--- src/rtl/jk_pkg.sv ---
// Shared encodings for the JK register bank: mode select and per-cell JK actions.
package jk_pkg;

  typedef enum logic [1:0] {
    MODE_JK   = 2'b00,
    MODE_UP   = 2'b01,
    MODE_DOWN = 2'b10,
    MODE_LOAD = 2'b11
  } mode_e;

  // {J,K} pair as seen by a single JK cell
  typedef enum logic [1:0] {
    JK_HOLD   = 2'b00,
    JK_RESET  = 2'b01,
    JK_SET    = 2'b10,
    JK_TOGGLE = 2'b11
  } jk_act_e;

endpackage

--- src/rtl/jk_cell.sv ---
// Single-bit JK flip-flop with asynchronous active-high clear.
module jk_cell
  import jk_pkg::*;
(
  input  logic CK,
  input  logic CLR,
  input  logic J,
  input  logic K,
  output logic Q
);

  logic q_d;
  logic q_q;

  // Decode the JK pair into the next cell value
  always_comb begin
    q_d = q_q;
    case (jk_act_e'({J, K}))
      JK_HOLD:   q_d = q_q;
      JK_RESET:  q_d = 1'b0;
      JK_SET:    q_d = 1'b1;
      JK_TOGGLE: q_d = ~q_q;
      default:   q_d = q_q;
    endcase
  end

  // Cell state register, cleared asynchronously
  always_ff @(posedge CK or posedge CLR) begin
    if (CLR) q_q <= 1'b0;
    else     q_q <= q_d;
  end

  assign Q = q_q;

endmodule

--- src/rtl/jk_counter_bank.sv ---
// WIDTH-bit bank of JK cells acting as JK register, modulo up/down counter
// or parallel-load register, with a registered terminal-count pulse on wrap.
module jk_counter_bank
  import jk_pkg::*;
#(
  parameter int WIDTH      = 4,
  parameter int MODULUS    = 16,
  parameter int PRESET_VAL = 0
) (
  input  logic             CK,
  input  logic             CLR,
  input  logic             PR,
  input  logic             EN,
  input  logic [1:0]       MODE,
  input  logic [WIDTH-1:0] J,
  input  logic [WIDTH-1:0] K,
  input  logic [WIDTH-1:0] D,
  output logic [WIDTH-1:0] Q,
  output logic [WIDTH-1:0] QN,
  output logic             TC
);

  // Top count value as a WIDTH-bit constant; MODULUS=2^WIDTH yields all ones
  localparam logic [WIDTH-1:0] MAX_V    = WIDTH'(MODULUS - 1);
  // One extra bit so the out-of-range test is never true when MODULUS=2^WIDTH
  localparam logic [WIDTH:0]   MOD_V    = (WIDTH + 1)'(MODULUS);
  localparam logic [WIDTH-1:0] PRESET_V = WIDTH'(PRESET_VAL);

  logic [WIDTH-1:0] q_w;
  logic [WIDTH-1:0] j_v;
  logic [WIDTH-1:0] k_v;
  logic [WIDTH-1:0] cnt_nxt;
  logic             wrap;
  logic             tc_d;
  logic             tc_q;

  // Mode decode: every operation is expressed as a J/K vector for the cells
  always_comb begin
    j_v     = '0;
    k_v     = '0;
    cnt_nxt = q_w;
    wrap    = 1'b0;
    tc_d    = 1'b0;
    if (PR) begin
      j_v = PRESET_V;
      k_v = ~PRESET_V;
    end else if (EN) begin
      case (mode_e'(MODE))
        MODE_JK: begin
          j_v = J;
          k_v = K;
        end
        MODE_UP: begin
          if (q_w >= MAX_V) begin
            cnt_nxt = '0;
            wrap    = 1'b1;
          end else begin
            cnt_nxt = q_w + 1'b1;
          end
          j_v  = cnt_nxt ^ q_w;
          k_v  = cnt_nxt ^ q_w;
          tc_d = wrap;
        end
        MODE_DOWN: begin
          if (q_w == '0) begin
            cnt_nxt = MAX_V;
            wrap    = 1'b1;
          end else if ({1'b0, q_w} >= MOD_V) begin
            // Out-of-range values re-enter at the top without signalling a wrap
            cnt_nxt = MAX_V;
          end else begin
            cnt_nxt = q_w - 1'b1;
          end
          j_v  = cnt_nxt ^ q_w;
          k_v  = cnt_nxt ^ q_w;
          tc_d = wrap;
        end
        MODE_LOAD: begin
          j_v = D;
          k_v = ~D;
        end
        default: begin
          j_v = '0;
          k_v = '0;
        end
      endcase
    end
  end

  // The state bits themselves: one JK cell per bit
  for (genvar i = 0; i < WIDTH; i++) begin : g_cell
    jk_cell u_cell (
      .CK  (CK),
      .CLR (CLR),
      .J   (j_v[i]),
      .K   (k_v[i]),
      .Q   (q_w[i])
    );
  end

  // Terminal-count pulse register, high for the cycle after a wrap edge
  always_ff @(posedge CK or posedge CLR) begin
    if (CLR) tc_q <= 1'b0;
    else     tc_q <= tc_d;
  end

  assign Q  = q_w;
  assign QN = ~q_w;
  assign TC = tc_q;

endmodule

--- config.mk ---
export PLATFORM = sky130hd
export DESIGN_NAME = jk_counter_bank
export DESIGN_NICKNAME = d
export VERILOG_FILES = /design/src/rtl/jk_pkg.sv /design/src/rtl/jk_cell.sv /design/src/rtl/jk_counter_bank.sv
export SDC_FILE = /design/constraint.sdc
export NUM_CORES = 1
export LEC_CHECK = 0
export BUFFER_PORTS_ARGS = -buffer_cell sky130_fd_sc_hd__buf_2
export CELL_PAD_IN_SITES_DETAIL_PLACEMENT = 1
export CELL_PAD_IN_SITES_GLOBAL_PLACEMENT = 1
export CORE_MARGIN = 10
export CORE_UTILIZATION = 31
export CTS_CLUSTER_DIAMETER = 60
export DETAILED_ROUTE_END_ITERATION = 16
export GPL_TIMING_DRIVEN = 0
export PLACE_DENSITY = 0.85
export REMOVE_ABC_BUFFERS = 1
export SYNTH_ARGS = -nofsm -noshare
export SYNTH_HDL_FRONTEND = slang
export SYNTH_SLANG_ARGS = --single-unit
export TNS_END_PERCENT = 10
--- constraint.sdc ---
create_clock -name CK -period 1.57 [get_ports CK]
set_input_delay 0.3925 -clock CK [delete_from_list [all_inputs] [get_ports CK]]
set_output_delay 0.3925 -clock CK [all_outputs]
set_load 0.02 [all_outputs]
==> impl_results.md, run 1 <==
* Post-CTS Setup Bufs at 0
* Share of cells above drive strength 1 at about two fifths
* Min Hold Slack at roughly 0.028 ns
* Worst-Margin Slew at roughly 0.36 ns
* Synth area leaders: dfrtp_1 (22%), ha_1 (8.7%), inv_1 (7.2%), buf_4 (6.6%), nand2b_1 (4.4%)
* Setup WS post-layout at 0.0999 ns
* VDD IR max at around 0.22 mV
* CTS hold repair buffers at 0
* CTS Buf Count at 3
* Worst r2r dst: g_cell[3].u_cell.Q$_DFFE_PP0P_
* Tot GR Track Use at 9.14%
* DRT Pass-1 Iters at 4
* CP Capture Type: flop
* Final Util at between 40% and 50%
* Post-Synthesis Cells at 71
* Vias at around 620
* CTS tree: yes
* TritonCTS Sinks at 5
* Ports at 27
* Fill count at around 230
* Largest net degree at the start of global routing at 12
* Max FO, Critical Path at 4
* Area of the multi-input gates at 359 sq um
* Startpoint Class: primary input
* Sequential fraction of the synthesis area at a little over a fifth
* Drt total wl at roughly 1.8 mm
* Crit path kind: in2reg
* Area Overhead vs Synth at 25.5%
* Leak at around 0.34 nW
* Placed inst area at ~690 sq um
* Skew-Pair Late Insertion Delay at between 0.2 and 0.3 ns
* Post-synth ARST share at between 90% and 100%
* Initial antenna violation count at 0
* Total power at around 0.00052 W
* Crit. Startpoint: MODE[0]
* # diodes at 0
* GP Congestion at about 0.8
* Cell with the most instances after synthesis: inv_1
* Global route overflow at 0
* Max Buffers Root-to-Sink at 2
* CP required at between 1.5 and 2 ns
* HPWL Detailed at 1.50 mm
* Worst min path class: in2async
* Drc violations at 0
* Slew margin rel. at between 70% and 80%
* Worst-path clk slew at about 0.05 ns
* Yosys top cell area share at roughly 22%
* Mean Syn Cell Area at 8.07 sq um
* Initial core utilization at 32.8%
* Die W at roughly 63 um
* Post-synth top cells: inv_1 (11), buf_4 (5), dfrtp_1 (5)
* Design Area, Final at 719 sq um
* Max frequency at around 680 MHz
* Post-cts resize count at 0
* Tmin final at about 1.5 ns
* Fin nets at ~120
* Core Region at about 0.0017 sq mm
* Outcome: completed
* Reg2Reg Depth at 4
* CP endpoint: g_cell[1].u_cell.Q$_DFFE_PP0P_
* Post-synth EDFFs at 0
* Post-synthesis register bit count at 5
* Worst r2r src: g_cell[0].u_cell.Q$_DFFE_PP0P_
* RSZ-0062 raised after global routing: yes
* Cell Rows at 15
* Flip-flop and latch area at between 100 and 150 sq um
* Ys flop type: dfrtp_1
* Input/output buffers at 26
* R2r setup slk at 0.13 ns
* Initial drt markers at 18
* Vias in the first global route at 627
* Pre-CTS setup slack at -0.235 ns
* First-pass GRT wire length at roughly 3.0 mm
* Worst Clk Skew at 0.00586 ns
* Chip Height at 63.0 um
* Total die area at just under 0.004 sq mm
* Root Driver: clkbuf_4
* Yosys Warn Count at 0
* Fin crit share at a little over nine tenths
* Final setup viols at 0
* Antenna violation net count after detailed routing at 0
* Unique masters post-synth at 30
* Max Slew Vio Count at 0
* Yosys top cell by area: dfrtp_1
* Synth Cell Area at roughly 570 sq um
* WL/cell at around 15 um
* Hold Vio Cnt, Final at 0
* H-tree depth at 1
* Pwr dens at 729 mW/mm^2
* DR vias/cell at about 5.2
* Data arrival, critical path at between 1.5 and 2 ns
* Max-cap viol count at 0
==> cell usage in the layout (no fill, tap or decap) <==
cell,Yosys,routed
buf_2,0,26
inv_1,11,11
dfrtp_1,5,4
nand2b_1,4,4
o21ai_0,4,4
nor2b_1,4,4
nor3_1,4,4
a21oi_1,3,3
nor4_1,3,3
o211ai_1,3,3
clkbuf_4,0,3
o21ai_1,2,2
a32oi_1,2,2
ha_2,0,2
ha_1,4,2
nor2b_4,1,1
and2_4,1,1
nor3_2,1,1
clkinv_1,1,1
or4_1,1,1
nor2_1,1,1
and4_1,1,1
nor4b_2,1,1
a22oi_1,1,1
mux2i_1,1,1
nor3b_1,1,1
or3_1,1,1
o221ai_1,1,1
and3_1,1,1
a211oi_1,1,1
a221oi_1,1,1
clkinv_2,0,1
dfrtp_2,0,1
==> stage by stage <==
stage	instances	setup TNS, ns
after floorplan	65	0
after global placement	116	-0.609
after detailed placement	116	-0.847
after CTS	120	0
after global routing	120	-0.0124
final	120	0
==> worst min path at each step <==
stage,endpoint,cells after the start,slack [ns],startpoint
3_5_place_dp,g_cell[0].u_cell.Q$_DFFE_PP0P_,2,0.31,CLR
5_1_grt,g_cell[3].u_cell.Q$_DFFE_PP0P_,2,0.05,CLR
4_1_cts,g_cell[0].u_cell.Q$_DFFE_PP0P_,2,0.03,CLR
3_3_place_gp,TC$_DFF_PP0_,2,0.31,CLR
6_report,g_cell[3].u_cell.Q$_DFFE_PP0P_,2,0.03,CLR
2_1_floorplan,TC$_DFF_PP0_,1,0.17,CLR
==> logic make-up (layout without fill, tap and decap cells) <==
| group | after synthesis | after routing | share of synthesized area (%) |
|---|---|---|---|
| flops | 5 | 5 | 21.8 |
| mux | 1 | 1 | 1.75 |
| fa+ha+maj | 4 | 4 | 8.73 |
| compound gates | 18 | 18 | 20.5 |
| simple gates | 25 | 25 | 30.8 |
| buf+inv | 18 | 42 | 16.4 |
==> where the power goes <==
| group | switching [W] | leakage (nW) | total, W | internal (W) |
|---|---|---|---|---|
| sequential | 0.0000253 | 0.0655 | 0.000169 | 0.000143 |
| combinational | 0.000116 | 0.260 | 0.000196 | 0.0000804 |
| clock | 0.0000664 | 0.0177 | 0.000159 | 0.0000930 |
| total | 0.000208 | 0.343 | 0.000525 | 0.000317 |
==> flip-flops by register name (all words and copies together) (netlist names) <==
signal and flops:
TC 1, g_cell.u_cell.Q 4
==> worst max-delay path: stages <==
cell,delay (ns)
buf_2,0.12
inv_1,0.08
ha_2,0.20
nor2b_4,0.18
nor3_2,0.06
or4_1,0.50
o211ai_1,0.10
==> metal layers <==
| layer | share of wire (%) | GRT usage [%] |
|---|---|---|
| met1 | 43 | 10.5 |
| met4 | 2.8 | 5.87 |
| met2 | 47 | 14.6 |
| met5 | 0 | 0 |
| met3 | 7.7 | 2.33 |
==> area by class of cell <==
| cell class | instances | share of cell area [%] |
|---|---|---|
| Multi-Input combinational cell | 48 | 49.9 |
| Sequential cell | 5 | 17.6 |
| Clock inverter | 1 | 0.696 |
| Tap cell | 25 | 4.35 |
| Clock buffer | 3 | 3.13 |
| Timing Repair Buffer | 26 | 18.1 |
| Inverter | 12 | 6.26 |
No activity file was read; power rests on OpenSTA's default activity.
==> inputs of run 2 (changes only) <==
--- a/config.mk
+++ b/config.mk
@@ -6,15 +6,16 @@
 export NUM_CORES = 1
 export LEC_CHECK = 0
 export BUFFER_PORTS_ARGS = -buffer_cell sky130_fd_sc_hd__buf_2
+export CAP_MARGIN = 20
 export CELL_PAD_IN_SITES_DETAIL_PLACEMENT = 1
 export CELL_PAD_IN_SITES_GLOBAL_PLACEMENT = 1
 export CORE_MARGIN = 10
 export CORE_UTILIZATION = 31
 export CTS_CLUSTER_DIAMETER = 60
 export DETAILED_ROUTE_END_ITERATION = 16
+export GPL_ROUTABILITY_DRIVEN = 0
 export GPL_TIMING_DRIVEN = 0
 export PLACE_DENSITY = 0.85
-export REMOVE_ABC_BUFFERS = 1
 export SYNTH_ARGS = -nofsm -noshare
 export SYNTH_HDL_FRONTEND = slang
 export SYNTH_SLANG_ARGS = --single-unit
==> run 2 against run 1 <==
Effect of this change:
- wire length increased by 1.2%
- final cell count grew 5.0%
- highest routed layer is now met3
- die area stayed put
- largest power group unchanged
- non-clock buffer count rose by 6
- worst hold slack better by 0.0047 ns
- setup slack worse by 0.079 ns
- first-iteration DRC count decreased by 67%
- design area rose by 7.7%
==> impl_results.md, run 2 (synthesis results as in run 1) <==
* Outcome: completed
* Worst r2r src: g_cell[0].u_cell.Q$_DFFE_PP0P_
* Initial antenna violation count at 0 (unchanged)
* Tot GR Track Use at 8.92% (-0.22 points)
* Antenna violation net count after detailed routing at 0 (unchanged)
* Reg2Reg Depth at 5 (+1)
* Vias at 623 (+0.16%)
* Pwr dens at 710 mW/mm^2 (-2.6%)
* Worst Clk Skew at 0.000889 ns (-0.00497 ns)
* Largest net degree at the start of global routing at 11 (-1)
* Post-Layout Cell Count at 126 (+5.0%)
* CTS tree: yes
* WL/cell at 14.6 um (-3.6%)
* Worst r2r dst: g_cell[1].u_cell.Q$_DFFE_PP0P_
* # diodes at 0 (unchanged)
* Post-CTS Setup Bufs at 0 (unchanged)
* Chip Height at 63.0 um (unchanged)
* Leak at 0.381 nW (+11%)
* Crit path kind: in2reg
* Hold Vio Cnt, Final at 0 (unchanged)
* Worst min path class: in2async
* Ports at 27 (unchanged)
* Initial core utilization at 32.8% (unchanged)
* HPWL Detailed at 1.52 mm (+1.5%)
* TritonCTS Sinks at 5 (unchanged)
* Global route overflow at 0 (unchanged)
* Total power at 0.000550 W (+4.8%)
* Final setup viols at 0 (unchanged)
* Data arrival, critical path at 1.71 ns (+0.07 ns)
* CTS hold repair buffers at 0 (unchanged)
* Skew-Pair Late Insertion Delay at 0.24 ns (-0.02 ns)
* Max frequency at 646 MHz (-5.1%)
* DR vias/cell at 4.94 (-4.6%)
* Worst-path clk slew at 0.04 ns (about the same)
* CP Capture Type: flop
* DRT Pass-1 Iters at 4 (unchanged)
* Fin nets at 124 (+5.1%)
* Vias in the first global route at 678 (+8.1%)
* Initial drt markers at 6 (-12)
* Max Slew Vio Count at 0 (unchanged)
* Fin crit share at 98.7% (+5.0 points)
* Post-cts resize count at 0 (unchanged)
* Max Buffers Root-to-Sink at 2 (unchanged)
* VDD IR max at 0.212 mV (-4.6%)
* H-tree depth at 1 (unchanged)
* Area Overhead vs Synth at 35.2%
* Cell Rows at 15 (unchanged)
* Die W at 63.0 um (unchanged)
* R2r setup slk at 0.11 ns (-0.02 ns)
* Post-synth net total at 93
* Drt total wl at 1.84 mm (+1.2%)
* Most common cell after layout, fill and taps aside: buf_2
* Input/output buffers at 26 (unchanged)
* Max FO, Critical Path at 4 (unchanged)
* Tmin final at 1.55 ns (+0.0791 ns)
* CTS Buf Count at 3 (unchanged)
* Worst-Margin Slew at 0.291 ns (-0.0679 ns)
* Startpoint Class: primary input
* Commonest cells after routing, fill and taps aside: buf_2 (26), inv_1 (11), dfrtp_1 (5), buf_4 (5)
* Fill count at 232 (-0.43%)
* Core Region at 0.00175 sq mm (unchanged)
* Max FFs per register at 4 (unchanged)
* Share of cells above drive strength 1 at 39.6% (+0.66 points)
* Slew margin rel. at 80.4% (+4.4 points)
* CP required at 1.73 ns (about the same)
* Placed cells at 122 (+5.2%)
* First-pass GRT wire length at 2.97 mm (-1.6%)
* Drc violations at 0 (unchanged)
* Max-cap viol count at 0 (unchanged)
* Root Driver: clkbuf_4
* Total die area at 0.00397 sq mm (unchanged)
## run 2: through the flow
step            TNS, ns  area, sq um  utilization [%]  hold WS, ns  worst slack [ns]
3_5_place_dp     -0.541          734             42.1        0.294            -0.178
4_1_cts               0          761             43.6       0.0325            0.0711
5_1_grt        -0.00488          774             44.4       0.0397          -0.00488
3_3_place_gp     -0.332          734             42.1        0.288            -0.156
2_1_floorplan         0          573                -        0.171            0.0747
6_report              0          774             44.4       0.0325            0.0209
## run 2: area by class of cell
cell class	instances	area [sq um]	share of cell area, %
flip-flops and latches	5	125	16.2
multi-input cells	48	368	47.5
inverters	12	45.0	5.82
well taps	25	31.3	4.04
plain buffers	6	48.8	6.30
repair buffers	26	130	16.8
clock buffers	4	26.3	3.39
## run 2: worst max path at each step
stage | startpoint | end | slack [ns] | depth (start not counted)
after floorplan | MODE[0] | g_cell[1].u_cell.Q$_DFFE_PP0P_ | 0.07 | 6
after global placement | MODE[0] | g_cell[1].u_cell.Q$_DFFE_PP0P_ | -0.16 | 7
after detailed placement | MODE[0] | g_cell[1].u_cell.Q$_DFFE_PP0P_ | -0.18 | 7
after CTS | MODE[0] | g_cell[1].u_cell.Q$_DFFE_PP0P_ | 0.07 | 7
after global routing | MODE[0] | g_cell[1].u_cell.Q$_DFFE_PP0P_ | -0.005 | 7
final | MODE[0] | g_cell[1].u_cell.Q$_DFFE_PP0P_ | 0.02 | 7
## run 2: routing by layer
layer | GRT usage [%] | part of all wire (%) | vias to the layer above | routed length, um
li1 | - | - | 308 | -
met1 | 8.97 | 42 | 301 | 775
met2 | 16.0 | 52 | 14 | 954
met3 | 3.58 | 5.8 | 0 | 107
met4 | 3.35 | 0 | 0 | 0
met5 | 0 | 0 | - | 0
## run 2: power by group
group,switching (W),total [W],internal [W]
clock,0.0000527,0.000149,0.0000961
sequential,0.0000197,0.000163,0.000143
combinational,0.000133,0.000238,0.000106
## run 2: critical path, cell delays in order
cell and delay [ns]:
buf_2 0.12, inv_1 0.07, ha_1 0.22, nor2b_4 0.23, nor3_2 0.07, or4_1 0.51, o211ai_1 0.10
